[src/rtl/uart_pkg.sv]
// Shared definitions for the Wishbone UART: register map, bit positions,
// minimum baud divider and the serial FSM state types.
package uart_pkg;

   localparam logic [9:0] ADR_DATA  = 10'h000;
   localparam logic [9:0] ADR_STATE = 10'h001;
   localparam logic [9:0] ADR_CTRL  = 10'h002;
   localparam logic [9:0] ADR_INT   = 10'h003;
   localparam logic [9:0] ADR_BAUD  = 10'h004;

   localparam int ST_TX_FULL = 0;
   localparam int ST_RX_FULL = 1;
   localparam int ST_TX_OVR  = 2;
   localparam int ST_RX_OVR  = 3;

   localparam int CTRL_TX_EN  = 0;
   localparam int CTRL_RX_EN  = 1;
   localparam int CTRL_TX_IE  = 2;
   localparam int CTRL_RX_IE  = 3;
   localparam int CTRL_TXO_IE = 4;
   localparam int CTRL_RXO_IE = 5;

   localparam int INT_TX  = 0;
   localparam int INT_RX  = 1;
   localparam int INT_TXO = 2;
   localparam int INT_RXO = 3;

   localparam logic [19:0] MIN_DIV = 20'd16;

   typedef enum logic [1:0] {
      TX_IDLE  = 2'd0,
      TX_START = 2'd1,
      TX_DATA  = 2'd2,
      TX_STOP  = 2'd3
   } tx_state_e;

   typedef enum logic [1:0] {
      RX_IDLE  = 2'd0,
      RX_START = 2'd1,
      RX_DATA  = 2'd2,
      RX_STOP  = 2'd3
   } rx_state_e;

   // Divider actually used by the baud engines; small values clamp to MIN_DIV.
   function automatic logic [19:0] eff_div(input logic [19:0] div);
      return (div < MIN_DIV) ? MIN_DIV : div;
   endfunction

endpackage

[src/rtl/uart_rx.sv]
// 8N1 receiver: two-flop synchroniser, falling-edge start detection with a
// half-bit re-check, then mid-bit sampling of data and stop bits.
module uart_rx
   import uart_pkg::*;
(
   input  logic        i_clk,
   input  logic        i_reset,
   input  logic        i_en,
   input  logic        i_rxd,
   input  logic [19:0] i_div,
   output logic        o_valid,
   output logic [7:0]  o_data
);

   rx_state_e   state_r;
   logic        sync1_r;
   logic        sync2_r;
   logic        prev_r;
   logic [19:0] cnt_r;
   logic [19:0] div_r;
   logic [2:0]  bit_r;
   logic [7:0]  shift_r;
   logic        valid_r;
   logic        half_end_s;
   logic        bit_end_s;

   assign half_end_s = (cnt_r == ((div_r >> 1) - 20'd1));
   assign bit_end_s  = (cnt_r == (div_r - 20'd1));
   assign o_valid    = valid_r;
   assign o_data     = shift_r;

   // Synchroniser and frame sampler; o_valid pulses at the stop-bit sample
   always_ff @(posedge i_clk or posedge i_reset) begin
      if (i_reset) begin
         state_r <= RX_IDLE;
         sync1_r <= 1'b1;
         sync2_r <= 1'b1;
         prev_r  <= 1'b1;
         cnt_r   <= 20'd0;
         div_r   <= MIN_DIV;
         bit_r   <= 3'd0;
         shift_r <= 8'd0;
         valid_r <= 1'b0;
      end else begin
         sync1_r <= i_rxd;
         sync2_r <= sync1_r;
         prev_r  <= sync2_r;
         valid_r <= 1'b0;
         if (!i_en) begin
            state_r <= RX_IDLE;
            cnt_r   <= 20'd0;
         end else begin
            case (state_r)
               RX_IDLE: begin
                  if (prev_r && !sync2_r) begin
                     state_r <= RX_START;
                     cnt_r   <= 20'd0;
                     div_r   <= i_div;
                  end
               end
               RX_START: begin
                  if (half_end_s) begin
                     cnt_r <= 20'd0;
                     div_r <= i_div;
                     bit_r <= 3'd0;
                     state_r <= sync2_r ? RX_IDLE : RX_DATA;
                  end else begin
                     cnt_r <= cnt_r + 20'd1;
                  end
               end
               RX_DATA: begin
                  if (bit_end_s) begin
                     cnt_r   <= 20'd0;
                     div_r   <= i_div;
                     shift_r <= {sync2_r, shift_r[7:1]};
                     if (bit_r == 3'd7) begin
                        state_r <= RX_STOP;
                     end else begin
                        bit_r <= bit_r + 3'd1;
                     end
                  end else begin
                     cnt_r <= cnt_r + 20'd1;
                  end
               end
               RX_STOP: begin
                  if (bit_end_s) begin
                     valid_r <= 1'b1;
                     state_r <= RX_IDLE;
                     cnt_r   <= 20'd0;
                  end else begin
                     cnt_r <= cnt_r + 20'd1;
                  end
               end
               default: begin
                  state_r <= RX_IDLE;
               end
            endcase
         end
      end
   end

endmodule

[src/rtl/uart_tx.sv]
// 8N1 transmit shifter with its own baud counter; the divider is re-latched
// at every bit boundary so BAUDDIV changes apply from the next bit.
module uart_tx
   import uart_pkg::*;
(
   input  logic        i_clk,
   input  logic        i_reset,
   input  logic        i_en,
   input  logic        i_load,
   input  logic [7:0]  i_data,
   input  logic [19:0] i_div,
   output logic        o_idle,
   output logic        o_txd
);

   tx_state_e   state_r;
   logic [19:0] cnt_r;
   logic [19:0] div_r;
   logic [2:0]  bit_r;
   logic [7:0]  shift_r;
   logic        txd_r;
   logic        bit_end_s;

   assign bit_end_s = (cnt_r == (div_r - 20'd1));
   assign o_idle    = (state_r == TX_IDLE);
   assign o_txd     = txd_r;

   // Frame sequencer: start bit, eight data bits LSB first, stop bit
   always_ff @(posedge i_clk or posedge i_reset) begin
      if (i_reset) begin
         state_r <= TX_IDLE;
         cnt_r   <= 20'd0;
         div_r   <= MIN_DIV;
         bit_r   <= 3'd0;
         shift_r <= 8'd0;
         txd_r   <= 1'b1;
      end else if (!i_en) begin
         state_r <= TX_IDLE;
         cnt_r   <= 20'd0;
         bit_r   <= 3'd0;
         txd_r   <= 1'b1;
      end else begin
         case (state_r)
            TX_IDLE: begin
               if (i_load) begin
                  state_r <= TX_START;
                  shift_r <= i_data;
                  div_r   <= i_div;
                  cnt_r   <= 20'd0;
                  txd_r   <= 1'b0;
               end
            end
            TX_START: begin
               if (bit_end_s) begin
                  state_r <= TX_DATA;
                  cnt_r   <= 20'd0;
                  div_r   <= i_div;
                  bit_r   <= 3'd0;
                  txd_r   <= shift_r[0];
               end else begin
                  cnt_r <= cnt_r + 20'd1;
               end
            end
            TX_DATA: begin
               if (bit_end_s) begin
                  cnt_r   <= 20'd0;
                  div_r   <= i_div;
                  shift_r <= {1'b0, shift_r[7:1]};
                  if (bit_r == 3'd7) begin
                     state_r <= TX_STOP;
                     txd_r   <= 1'b1;
                  end else begin
                     bit_r <= bit_r + 3'd1;
                     txd_r <= shift_r[1];
                  end
               end else begin
                  cnt_r <= cnt_r + 20'd1;
               end
            end
            TX_STOP: begin
               if (bit_end_s) begin
                  state_r <= TX_IDLE;
                  cnt_r   <= 20'd0;
               end else begin
                  cnt_r <= cnt_r + 20'd1;
               end
            end
            default: begin
               state_r <= TX_IDLE;
               txd_r   <= 1'b1;
            end
         endcase
      end
   end

endmodule

[src/rtl/wb_uart.sv]
// Wishbone slave UART top: register file, status/interrupt flags and the
// single-cycle registered bus handshake around the TX and RX engines.
module wb_uart
   import uart_pkg::*;
(
   input  logic        i_clk,
   input  logic        i_reset,
   input  logic        i_dev_sel,
   input  logic [9:0]  i_wb_adr,
   input  logic [19:0] i_wb_dat,
   input  logic        i_wb_we,
   input  logic        i_wb_cyc,
   output logic [31:0] o_wb_dat,
   output logic        o_wb_ack,
   input  logic        i_rxd,
   output logic        o_txd,
   output logic        o_txen
);

   logic        ack_r;
   logic [31:0] dat_r;
   logic [6:0]  ctrl_r;
   logic [19:0] baud_r;
   logic [7:0]  tx_buf_r;
   logic [7:0]  rx_buf_r;
   logic        tx_full_r;
   logic        rx_full_r;
   logic        tx_ovr_r;
   logic        rx_ovr_r;
   logic [3:0]  int_r;

   logic        req_s, wr_s, rd_s;
   logic        wr_data_s, wr_state_s, wr_ctrl_s, wr_baud_s, wr_int_s, rd_data_s;
   logic [19:0] div_s;
   logic        tx_idle_s, tx_load_s, tx_ovf_s;
   logic        rx_valid_s, rx_store_s, rx_ovf_s;
   logic [7:0]  rx_data_s;
   logic [3:0]  sts_s;
   logic [3:0]  int_set_s;
   logic [31:0] rdata_s;

   assign req_s      = i_dev_sel & i_wb_cyc & ~ack_r;
   assign wr_s       = req_s & i_wb_we;
   assign rd_s       = req_s & ~i_wb_we;
   assign wr_data_s  = wr_s & (i_wb_adr == ADR_DATA);
   assign wr_state_s = wr_s & (i_wb_adr == ADR_STATE);
   assign wr_ctrl_s  = wr_s & (i_wb_adr == ADR_CTRL);
   assign wr_int_s   = wr_s & (i_wb_adr == ADR_INT);
   assign wr_baud_s  = wr_s & (i_wb_adr == ADR_BAUD);
   assign rd_data_s  = rd_s & (i_wb_adr == ADR_DATA);

   assign div_s      = eff_div(baud_r);
   // The shifter load frees the buffer in the same edge a new write lands.
   assign tx_load_s  = ctrl_r[CTRL_TX_EN] & tx_full_r & tx_idle_s;
   assign tx_ovf_s   = wr_data_s & tx_full_r & ~tx_load_s;
   assign rx_store_s = rx_valid_s & ~rx_full_r;
   assign rx_ovf_s   = rx_valid_s & rx_full_r;

   assign o_wb_ack   = ack_r;
   assign o_wb_dat   = dat_r;
   assign o_txen     = ctrl_r[CTRL_TX_EN];

   uart_tx u_tx (
      .i_clk  (i_clk),
      .i_reset(i_reset),
      .i_en   (ctrl_r[CTRL_TX_EN]),
      .i_load (tx_load_s),
      .i_data (tx_buf_r),
      .i_div  (div_s),
      .o_idle (tx_idle_s),
      .o_txd  (o_txd)
   );

   uart_rx u_rx (
      .i_clk  (i_clk),
      .i_reset(i_reset),
      .i_en   (ctrl_r[CTRL_RX_EN]),
      .i_rxd  (i_rxd),
      .i_div  (div_s),
      .o_valid(rx_valid_s),
      .o_data (rx_data_s)
   );

   // Status vector and interrupt set requests for this cycle
   always_comb begin
      sts_s                 = 4'd0;
      sts_s[ST_TX_FULL]     = tx_full_r;
      sts_s[ST_RX_FULL]     = rx_full_r;
      sts_s[ST_TX_OVR]      = tx_ovr_r;
      sts_s[ST_RX_OVR]      = rx_ovr_r;
      int_set_s             = 4'd0;
      int_set_s[INT_TX]     = tx_load_s  & ctrl_r[CTRL_TX_IE];
      int_set_s[INT_RX]     = rx_store_s & ctrl_r[CTRL_RX_IE];
      int_set_s[INT_TXO]    = tx_ovf_s   & ctrl_r[CTRL_TXO_IE];
      int_set_s[INT_RXO]    = rx_ovf_s   & ctrl_r[CTRL_RXO_IE];
   end

   // Read data multiplexer
   always_comb begin
      rdata_s = 32'd0;
      case (i_wb_adr)
         ADR_DATA:  rdata_s = {24'd0, rx_buf_r};
         ADR_STATE: rdata_s = {28'd0, sts_s};
         ADR_CTRL:  rdata_s = {25'd0, ctrl_r};
         ADR_INT:   rdata_s = {28'd0, int_r};
         ADR_BAUD:  rdata_s = {12'd0, baud_r};
         default:   rdata_s = 32'd0;
      endcase
   end

   // Bus handshake, register file and flags; set events win over clears
   always_ff @(posedge i_clk or posedge i_reset) begin
      if (i_reset) begin
         ack_r     <= 1'b0;
         dat_r     <= 32'd0;
         ctrl_r    <= 7'd0;
         baud_r    <= 20'd0;
         tx_buf_r  <= 8'd0;
         rx_buf_r  <= 8'd0;
         tx_full_r <= 1'b0;
         rx_full_r <= 1'b0;
         tx_ovr_r  <= 1'b0;
         rx_ovr_r  <= 1'b0;
         int_r     <= 4'd0;
      end else begin
         ack_r <= req_s;
         dat_r <= rd_s ? rdata_s : 32'd0;
         if (wr_ctrl_s) begin
            ctrl_r <= i_wb_dat[6:0];
         end
         if (wr_baud_s) begin
            baud_r <= i_wb_dat;
         end
         if (wr_data_s && !tx_ovf_s) begin
            tx_buf_r <= i_wb_dat[7:0];
         end
         if (rx_store_s) begin
            rx_buf_r <= rx_data_s;
         end
         tx_full_r <= (tx_full_r & ~tx_load_s) | (wr_data_s & ~tx_ovf_s);
         rx_full_r <= (rx_full_r & ~rd_data_s) | rx_valid_s;
         tx_ovr_r  <= (tx_ovr_r & ~(wr_state_s & i_wb_dat[ST_TX_OVR])
                                & ~(wr_int_s & i_wb_dat[INT_TXO])) | tx_ovf_s;
         rx_ovr_r  <= (rx_ovr_r & ~(wr_state_s & i_wb_dat[ST_RX_OVR])
                                & ~(wr_int_s & i_wb_dat[INT_RXO])) | rx_ovf_s;
         int_r     <= (int_r & ~({4{wr_int_s}} & i_wb_dat[3:0])) | int_set_s;
      end
   end

endmodule

[config.mk]
export PLATFORM = sky130hd
export DESIGN_NAME = wb_uart
export DESIGN_NICKNAME = d
export VERILOG_FILES = /design/src/rtl/uart_pkg.sv /design/src/rtl/uart_rx.sv /design/src/rtl/uart_tx.sv /design/src/rtl/wb_uart.sv
export SDC_FILE = /design/constraint.sdc
export NUM_CORES = 1
export LEC_CHECK = 0
export ABC_CLOCK_PERIOD_IN_PS = 6400
export CORE_UTILIZATION = 65
export CTS_CLUSTER_DIAMETER = 60
export DETAILED_ROUTE_END_ITERATION = 6
export GPL_TIMING_DRIVEN = 1
export PLACE_DENSITY = 0.91
export SETUP_SLACK_MARGIN = 0.2
export SYNTH_ARGS = -nofsm -noshare
export SYNTH_HDL_FRONTEND = slang
export SYNTH_HIERARCHICAL = 1
export SYNTH_SLANG_ARGS = --single-unit
[constraint.sdc]
create_clock -name i_clk -period 6.4 [get_ports i_clk]
set_input_delay 0.96 -clock i_clk [delete_from_list [all_inputs] [get_ports i_clk]]
set_output_delay 0.96 -clock i_clk [all_outputs]
set_load 0.01 [all_outputs]
# After elaboration in Yosys (flattened, before gate mapping)
# Index checks and enable logic that the tools add are counted.
# word_totals
regBits	195
out_inout_bits	35
elab_cells	196
# classes
add_sub_neg	7
magnitude_cmp	1
eq_ne	35
mux	55
bitwise_logic	49
reduce_logical	23
# ops
op	count
two-way mux 20 bit	13
case mux 20 bit (3 select lines)	2
case mux 20 bit (5 select lines)	1
case mux 20 bit (2 select lines)	2
equality test 20 bit	3
adder 20 x 1 -> 20 bit, second input constant	2
subtractor 20 x 1 -> 20 bit, second input constant	2
two-way mux 32 bit	1
bitwise AND 1 bit	31
!= test 3 x 2 -> 1 bit, second input constant	10
two-way mux 2 bit	13
two-way mux 3 bit	7
equality test 10 x 2 -> 1 bit, second input constant	2
< comparator 20 x 5 -> 1 bit, second input constant	1
AND reduction 5 bit	4
subtractor 19 x 1 -> 20 bit, second input constant	1
two-way mux 8 bit	2
case mux 2 bit (4 select lines)	2
case mux 8 bit (2 select lines)	1
AND reduction 4 bit	4
!= test 2 x 1 -> 1 bit, second input constant	6
case mux 3 bit (2 select lines)	2
equality test 10 x 1 -> 1 bit, second input constant	1
equality test 10 x 3 -> 1 bit, second input constant	1
other kinds (24)	56

# Longest topological paths before layout
# Gate-level depths: netlist of run 1.
# logic_depth
word_depth	9
depth_mapped	13

# Hierarchy
# Netlist of run 1, hierarchy kept.
# by_module_without_submodules
mod	instances	cells_each	area_each_um2
uart_rx	1	473	4236.6
uart_tx	1	338	3548.4
wb_uart	1	258	3188.1

# Worst setup path after synthesis of run 1
# No wires, ideal clock.
# synth_timing
path_kind	register -> register
from	reg u_rx.div_r[2]
to	reg u_rx.div_r[0]
arrival_ns	3.393
slack_ns	2.882
path_stages_with_launch	13
path_buffers	2
synth_period_minus_slack_ns	3.518
path_cell_list	dfrtp_1 clkbuf_1 inv_1 ha_1 or4b_1 nor4_4 a21oi_1 or4_1 nor4b_4 and3_1 o311ai_2 buf_6 mux2_4
# synth_via
elab_chain_len	4
elab_cells_between_ends	7
# synth_lines
element	line	source
start, declared	uart_rx.sv:20	logic [19:0] div_r;
start signal, assigned	uart_rx.sv:58	div_r <= i_div;
start signal, assigned	uart_rx.sv:64	div_r <= i_div;
start signal, assigned	uart_rx.sv:74	div_r <= i_div;
subtractor 20 x 1 -> 20 bit / subtractor 19 x 1 -> 20 bit (equally long branches)	uart_rx.sv:28, uart_rx.sv:27	
equality test 20 bit, on equally long branches	uart_rx.sv:28, uart_rx.sv:27	
!= test 2 x 1 -> 1 bit (no source line)	n/a	
AND reduction 5 bit (no source line) (*)	n/a	
# Mark *: on every way between the ends. The rest lies on a longest branch, timed or not.
# A chain may end at the register's enable or synchronous reset.

# Worst setup path in the final report of run 1
# layout_timing
from	reg u_tx.div_r[6]
to	reg u_tx.div_r[9]
# layout_via
elab_chain_len	4
# layout_lines
element	line	source
start, declared	uart_tx.sv:18	logic [19:0] div_r;
start signal, assigned	uart_tx.sv:48	div_r <= i_div;
start signal, assigned	uart_tx.sv:57	div_r <= i_div;
start signal, assigned	uart_tx.sv:67	div_r <= i_div;
subtractor 20 x 1 -> 20 bit	uart_tx.sv:24	assign bit_end_s = (cnt_r == (div_r - 20'd1));
equality test 20 bit	uart_tx.sv:24	
!= test 2 x 1 -> 1 bit (no source line)	n/a	
AND reduction 4 bit (no source line)	n/a	
# Every way passes these cells.

==> run_results.csv, run 1 <==
group,metric,value,unit
status,status,"completed",
clock_tree,post-cts-setup-buffer-count,0,
sta,setup_violations,0,
worst_setup_path,cp_slowest_cell,"or4_1",
finish,diodes,0,
yosys,synth_edf_count,0,
clock_tree,clk_pin_slew,0.07,ns
yosys,postSynth.asyncResetShare,1.00,
yosys,synth_area,11000,µm²
yosys,ys_ff_latch,183,
placed_design,place.gp.congestion,0.932,
floorplanning,design.core.area,16500,µm²
route,drt_iter0_markers,789,
power,leakage,5.47,nW
sta,rsz0062_at_grt,"false",
yosys,synthCells,1069,
finish,drive_gt1_frac,0.178,
yosys,synth_top_family_by_area,"simple AND/OR/NAND/NOR gates",
clock_tree,clkLatencyLatePin,0.44,ns
yosys,synth_fa_ha_area_frac,0.0148,
flow_run,cap_violations,0,
clock_tree,cts_root_buf,"clkbuf_16",
route,ant_nets,0,
floorplanning,rows,47,
finish,fin_area,12100,µm²
finish,register_area,4590,µm²
sta,hold_viol_final,0,
sta,fin_crit,4.56,ns
route,wl,28000,µm
power,internal_power,0.00172,W
yosys,yosysSeqAreaShare,0.418,
worst_setup_path,startpoint,"u_tx/div_r[6]",
global_routing,grt_pass1_wl,45300,µm
clock_tree,cts_buffers,17,
worst_hold_path,hold_path_class,"register to register",
finish,final_util,0.729,
sta,fin_crit_sh,0.713,
route,vias,8734,
clock_tree,cts_tree,"built",
power,power_frac_seq,0.510,
worst_setup_path,slowest_delay,0.76,ns
placed_design,port_buffers,58,
power,switchingPower,0.000561,W
worst_setup_path,reg2reg_from,"u_tx/div_r[6]",
clock_tree,cts_sinks,183,
finish,nets,1119,
finish,multiInputGateArea,5880,µm²
floorplanning,die_area,17400,µm²
floorplanning,start_util,0.664,
yosys,syn_avg_cell_area,10.3,µm²
sta,finClkSkew,0.0174,ns
power,power.density,189,nW/µm²
yosys,synth.area.mux_share,0.136,
worst_setup_path,cp_data_arrival_time,4.88,ns
global_routing,grt_overflow,0,
placed_design,dpl.hpwl,18800,µm
clock_tree,cts.repair.resized,0,
finish,mostFrequentLayoutCell,"dfrtp_1",
finish,final_cell_mix,"177 x dfrtp_1, 77 x nand2_1, 64 x mux2_2, 58 x clkdlybuf4s50_1, 56 x xnor2_1",
sta,relSlewSlack,0.245,
route,firstDrtPassIters,5,
sta,fmax,0.219,GHz
sta,finalSetupTns,0,ns
yosys,synth_flop_cell,"dfrtp_1",
global_routing,grt_max_degree,73,
power,p_comb_frac,0.038,
floorplanning,die_h,132,µm
power,ir_worst_vdd,0.201,mV
global_routing,grt_pass1_vias,8548,
yosys,yosysWarnings,6,
worst_setup_path,cp.required,6.72,ns
sta,worst_pin_slew,1.13,ns
finish,fillers,1018,
worst_hold_path,worstHoldStart,"u_rx/sync1_r",
global_routing,grt_antenna_before_repair,0,
sta,slew_violations,0,
power,power_frac_clock,0.452,
yosys,synth_compound_area_frac,0.120,
placed_design,placed_cell_area,11500,µm²
worst_setup_path,worstPathCellList,"or4_1 -> nor4_1 -> nor4bb_1 -> o32ai_1 -> nor4_4 -> nand2_2 -> a211o_1 -> mux2_4",
route,post_drt_wl_per_cell,21.5,µm
sta,whs,0.359,ns
clock_tree,clockBufferDepth,2,
yosys,ys_types,84,
power,switching_share,0.246,
floorplanning,fp.dieW,132,µm
floorplanning,top_level_ports,71,
yosys,synthSimpleGateAreaFrac,0.191,
yosys,synthXorXnorAreaFrac,0.0678,
worst_setup_path,startpoint_type,"register",
finish,area_delta_synth_final,9.84,%
clock_tree,cts_htree_levels,4,
route,vias_per_cell,6.70,
worst_setup_path,path_max_fanout,20,
clock_tree,hold_buffers,0,
route,drc,0,
worst_setup_path,cp-end-kind,"register",
global_routing,grt_usage,0.329,
worst_setup_path,crit_type,"register to register",
-- metrics by stage --
stage / setup slack, ns / cells / power, W
floorplan: 2.88 / 1080 / 0.00123
global route: 1.74 / 1303 / 0.00234
detailed placement: 2.06 / 1271 / 0.00127
finish: 1.84 / 1303 / 0.00228
global placement: 2.16 / 1271 / 0.00127
CTS: 1.93 / 1303 / 0.00228
-- flip-flops by register name (all words and copies together), names as in the netlist, 2 cells and up --
signal	cells
baud_r	20
o_wb_dat	20
u_rx/cnt_r	20
u_rx/div_r	20
u_tx/cnt_r	20
u_tx/div_r	20
rx_buf_r	8
tx_buf_r	8
u_rx/o_data	8
u_tx/shift_r	8
ctrl_r	7
int_r	4
u_rx/bit_r	3
u_tx/bit_r	3
u_rx/state_r	2
u_tx/state_r	2
-- cell families (layout without fill, tap and decap cells) --
logic type,count (synthesis),count (layout)
AND/OR/NAND/NOR,365,365
AO/OA/AOI/OAI,185,185
flip-flops,183,183
buffers and inverters,121,124
multiplexers,116,116
XOR/XNOR,85,85
adder cells (fa/ha/maj),13,13
other,1,12
-- per-layer routing --
metal / vias up / wire length, µm / track usage
met5: - / 0 / 0
met4: 0 / 1120 / 0.154
met3: 110 / 2400 / 0.0677
met2: 533 / 13400 / 0.522
met1: 4249 / 11100 / 0.436
li1: 3842 / - / -
-- area by class of cell --
class,instances,area share
timing repair buffer,65,0.0525
clock buffer,19,0.0367
clock inverter,13,0.0112
tap,220,0.0228
sequential,183,0.381
inverter,27,0.00841
multi-input combinational,776,0.488
-- synth_stat cells, drive strengths merged, types with 3 or more instances --
| cell type | count | area [µm²] |
|---|---|---|
| dfrtp | 177 | 4430 |
| mux2 | 111 | 1430 |
| nand2 | 78 | 295 |
| clkbuf | 61 | 229 |
| xnor2 | 56 | 490 |
| nor2 | 44 | 165 |
| nand3 | 36 | 180 |
| a21oi | 33 | 165 |
| buf | 33 | 241 |
| o21ai | 33 | 165 |
| xor2 | 29 | 254 |
| inv | 27 | 101 |
| nor3 | 27 | 163 |
| nor4 | 27 | 211 |
| o211ai | 24 | 180 |
| a31oi | 23 | 144 |
| and2 | 19 | 119 |
| or4 | 19 | 161 |
| and3 | 18 | 113 |
| a22o | 14 | 123 |
| nand2b | 14 | 87.6 |
| nand4 | 14 | 87.6 |
| or2 | 14 | 87.6 |
| ha | 13 | 163 |
| nor2b | 13 | 81.3 |
| or3 | 12 | 80.1 |
| nor3b | 8 | 60.1 |
| dfstp | 6 | 158 |
| a22oi | 5 | 37.5 |
| o2111ai | 5 | 43.8 |
| a32o | 4 | 40.0 |
| mux2i | 4 | 40.0 |
| nand3b | 4 | 30.0 |
| nor4b | 4 | 50.1 |
| o311ai | 4 | 42.6 |
| o31ai | 4 | 43.8 |
| a2111oi | 3 | 26.3 |
| a211oi | 3 | 27.5 |
| a41oi | 3 | 26.3 |
| nand4b | 3 | 26.3 |
| nor4bb | 3 | 30.0 |
| o22ai | 3 | 18.8 |
| o41ai | 3 | 26.3 |
-- power groups by stage --
| stage | clock [W] | sequential [W] | combinational, W |
|---|---|---|---|
| after CTS | 0.00103 | 0.00116 | 0.0000870 |
| after floorplan | 0 | 0.00118 | 0.0000495 |
| final | 0.00103 | 0.00116 | 0.0000869 |
| after global placement | 0 | 0.00118 | 0.0000828 |
| after detailed placement | 0 | 0.00118 | 0.0000850 |
| after global routing | 0.00108 | 0.00116 | 0.0000948 |
-- final timing paths --
check / end / slack (ns) / depth (start not counted)
setup / recovery: u_tx/div_r[9] / 1.84 / 8
hold / removal: u_rx/sync2_r / 0.36 / 0
setup reg to reg: u_tx/div_r[9] / 1.84 / 8
hold reg to reg: u_rx/sync2_r / 0.36 / 0
min in group asynchronous: u_tx/state_r[1] / 1.14 / 3
max in group asynchronous: o_wb_dat[16] / 4.60 / 3
-- worst max-delay path: cells and delay by family (launching register included) --
family / cells / cell delay, ns
DFF: 1 / 0.49
AOI/OAI and AO/OA: 2 / 0.99
and+or+nand+nor: 5 / 2.48
muxes: 1 / 0.48
Note: power is estimated with default switching activity, not from simulation.
==> run 2: changes to the inputs <==
Settings changed: ABC_CLOCK_PERIOD_IN_PS 6400 to 3700, CORE_UTILIZATION 65 to 54, PLACE_DENSITY 0.91 to 0.82.
Clock period 6.4 ns to 3.7 ns, I/O delays scaled along.
==> run 2 against run 1 <==
  * Core utilization down 7.7 points
  * Combinational power up 76%
  * Global-route usage is 7.2 points lower
  * Final area up 6.8%
  * Worst setup slack got worse by 1.7 ns
  * Sequential share of layout area fell by 2.4 points
  * Sequential cell count unchanged
  * Count of clock-buffer cells in the layout fell by 1
  * Cell count rose by 7.5%
  * Critical path depth is 3 higher
  * Via count decreased by 1.3%
  * Critical endpoint is now u_rx/div_r[16]
  * Largest cell class unchanged
==> run_results.csv, run 2 (synthesis results as in run 1) <==
group,metric,value,unit
status,status,"completed",
power,ir_worst_vdd,0.295,mV
clock_tree,clockBufferDepth,2,
sta,rsz0062_at_grt,"true",
route,wl,26300,µm
floorplanning,fp.dieW,145,µm
sta,slew_violations,0,
floorplanning,die_area,20900,µm²
clock_tree,cts_buffers,17,
floorplanning,top_level_ports,71,
sta,fin_crit,3.51,ns
floorplanning,design.core.area,19700,µm²
worst_setup_path,r2r_end,"u_rx/div_r[16]",
sta,whs,0.360,ns
worst_setup_path,crit_type,"register to register",
global_routing,grt_pass1_wl,41700,µm
floorplanning,start_util,0.557,
sta,finalSetupTns,0,ns
worst_setup_path,cp-end-kind,"register",
power,power.density,321,nW/µm²
floorplanning,die_h,145,µm
worst_setup_path,cp.required,4.02,ns
finish,area_delta_synth_final,17.3,%
clock_tree,clkLatencyLatePin,0.44,ns
worst_setup_path,cp_data_arrival_time,3.84,ns
placed_design,place.gp.congestion,0.909,
placed_design,port_buffers,58,
clock_tree,cts_tree,"built",
finish,fillers,1467,
sta,fmax,0.285,GHz
clock_tree,cts_sinks,183,
route,vias,8618,
worst_setup_path,reg2reg_from,"u_rx/div_r[1]",
placed_design,dpl.hpwl,17700,µm
route,ant_nets,0,
global_routing,grt_usage,0.257,
sta,hold_viol_final,0,
sta,finClkSkew,0.00961,ns
sta,setup_violations,0,
route,drt_iter0_markers,736,
worst_setup_path,startpoint_type,"register",
route,route.met3.wl,1420,µm
global_routing,grt_overflow,0,
global_routing,grt_pass1_vias,8145,
finish,mostFrequentLayoutCell,"dfrtp_1",
worst_hold_path,whs_endpoint,"u_rx/sync2_r",
worst_hold_path,min_path_cells,0,
route,firstDrtPassIters,5,
finish,final_cell_mix,"175 x dfrtp_1, 77 x nand2_1, 64 x mux2_2, 58 x clkdlybuf4s50_1, 55 x xnor2_1",
clock_tree,cts_htree_levels,4,
worst_hold_path,worstHoldStart,"u_rx/sync1_r",
global_routing,grt_max_degree,55,
finish,drive_gt1_frac,0.241,
worst_hold_path,hold_path_class,"register to register",
power,leakage,5.84,nW
route,post_drt_wl_per_cell,18.8,µm
flow_run,cap_violations,0,
route,top_layer_used,"met4",
sta,relSlewSlack,0.210,
route,wl_met2,12400,µm
route,drc,0,
worst_setup_path,reg2reg_depth,11,
sta,fin_crit_sh,0.950,
route,drt-met1-wl,11800,µm
clock_tree,hold_buffers,0,
global_routing,grt_antenna_before_repair,0,
route,vias_per_cell,6.15,
finish,nets,1171,
worst_setup_path,path_max_fanout,5,
sta,worst_pin_slew,1.18,ns
clock_tree,cts_root_buf,"clkbuf_16",
floorplanning,rows,51,
clock_tree,clk_pin_slew,0.07,ns
worst_setup_path,reg2reg_slack,0.19,ns
==> run 2: routing by layer <==
metal,global-route usage,vias up
met1,0.354,4260
met5,0,-
met2,0.411,348
met4,0.0981,0
met3,0.0368,54
li1,-,3956
==> run 2: worst max path at each step <==
stage | from | to | cells past startpoint
finish | u_rx/div_r[1] | u_rx/div_r[16] | 11
global route | u_tx/div_r[0] | u_tx/div_r[11] | 11
CTS | u_tx/div_r[0] | u_tx/bit_r[0] | 11
detailed placement | u_rx/div_r[1] | u_rx/div_r[16] | 11
global placement | u_rx/div_r[1] | u_rx/div_r[15] | 11
floorplan | u_rx/div_r[2] | u_rx/div_r[0] | 12
==> run 2: report_power, final <==
group / switching [W] / internal (W) / leakage [nW]
Combinational: 0.0000926 / 0.0000600 / 3.01
Clock: 0.000867 / 0.00110 / 0.307
Sequential: 0.00000560 / 0.00201 / 2.53
==> run 2: repair_timing <==
action | in CTS | in global routing
pin swaps | 5 | 16
gates cloned | 0 | 4
buffers inserted | 4 | 12
resized for setup | 6 | 36
endpoints found under the setup margin | 49 | 81
==> run 2: worst max-delay path: stages (launching register included) <==
cell	delay (ns)
dfrtp_1	0.39
inv_2	0.09
ha_4	0.14
or4b_4	0.51
nor4_4	0.29
a21oi_2	0.11
or4_4	0.51
nor4b_4	0.36
and3_4	0.25
o311ai_4	0.16
clkbuf_16	0.27
mux2_4	0.29
==> run 2: cell type report <==
type / count / area, µm² / area share
Inverter: 27 / 101 / 0.00787
Multi-Input combinational cell: 776 / 6050 / 0.470
Timing Repair Buffer: 117 / 1160 / 0.0899
Clock buffer: 18 / 429 / 0.0333
Antenna cell: 1 / 2.50 / 0.000194
Tap cell: 265 / 332 / 0.0258
Sequential cell: 183 / 4590 / 0.357
Clock inverter: 14 / 208 / 0.0161
==> run 2: through the flow <==
| stage | cells | power [W] | cell area, µm² | setup WS [ns] | util |
|---|---|---|---|---|---|
| final | 1401 | 0.00413 | 12900 | 0.185 | 0.653 |
| after global routing | 1400 | 0.00425 | 12900 | 0.0788 | 0.653 |
| after CTS | 1384 | 0.00415 | 12500 | 0.155 | 0.635 |
| after detailed placement | 1348 | 0.00220 | 11800 | 0.120 | 0.600 |
| after global placement | 1348 | 0.00220 | 11800 | 0.148 | 0.600 |
| after floorplan | 1080 | 0.00213 | 11000 | 0.236 | - |
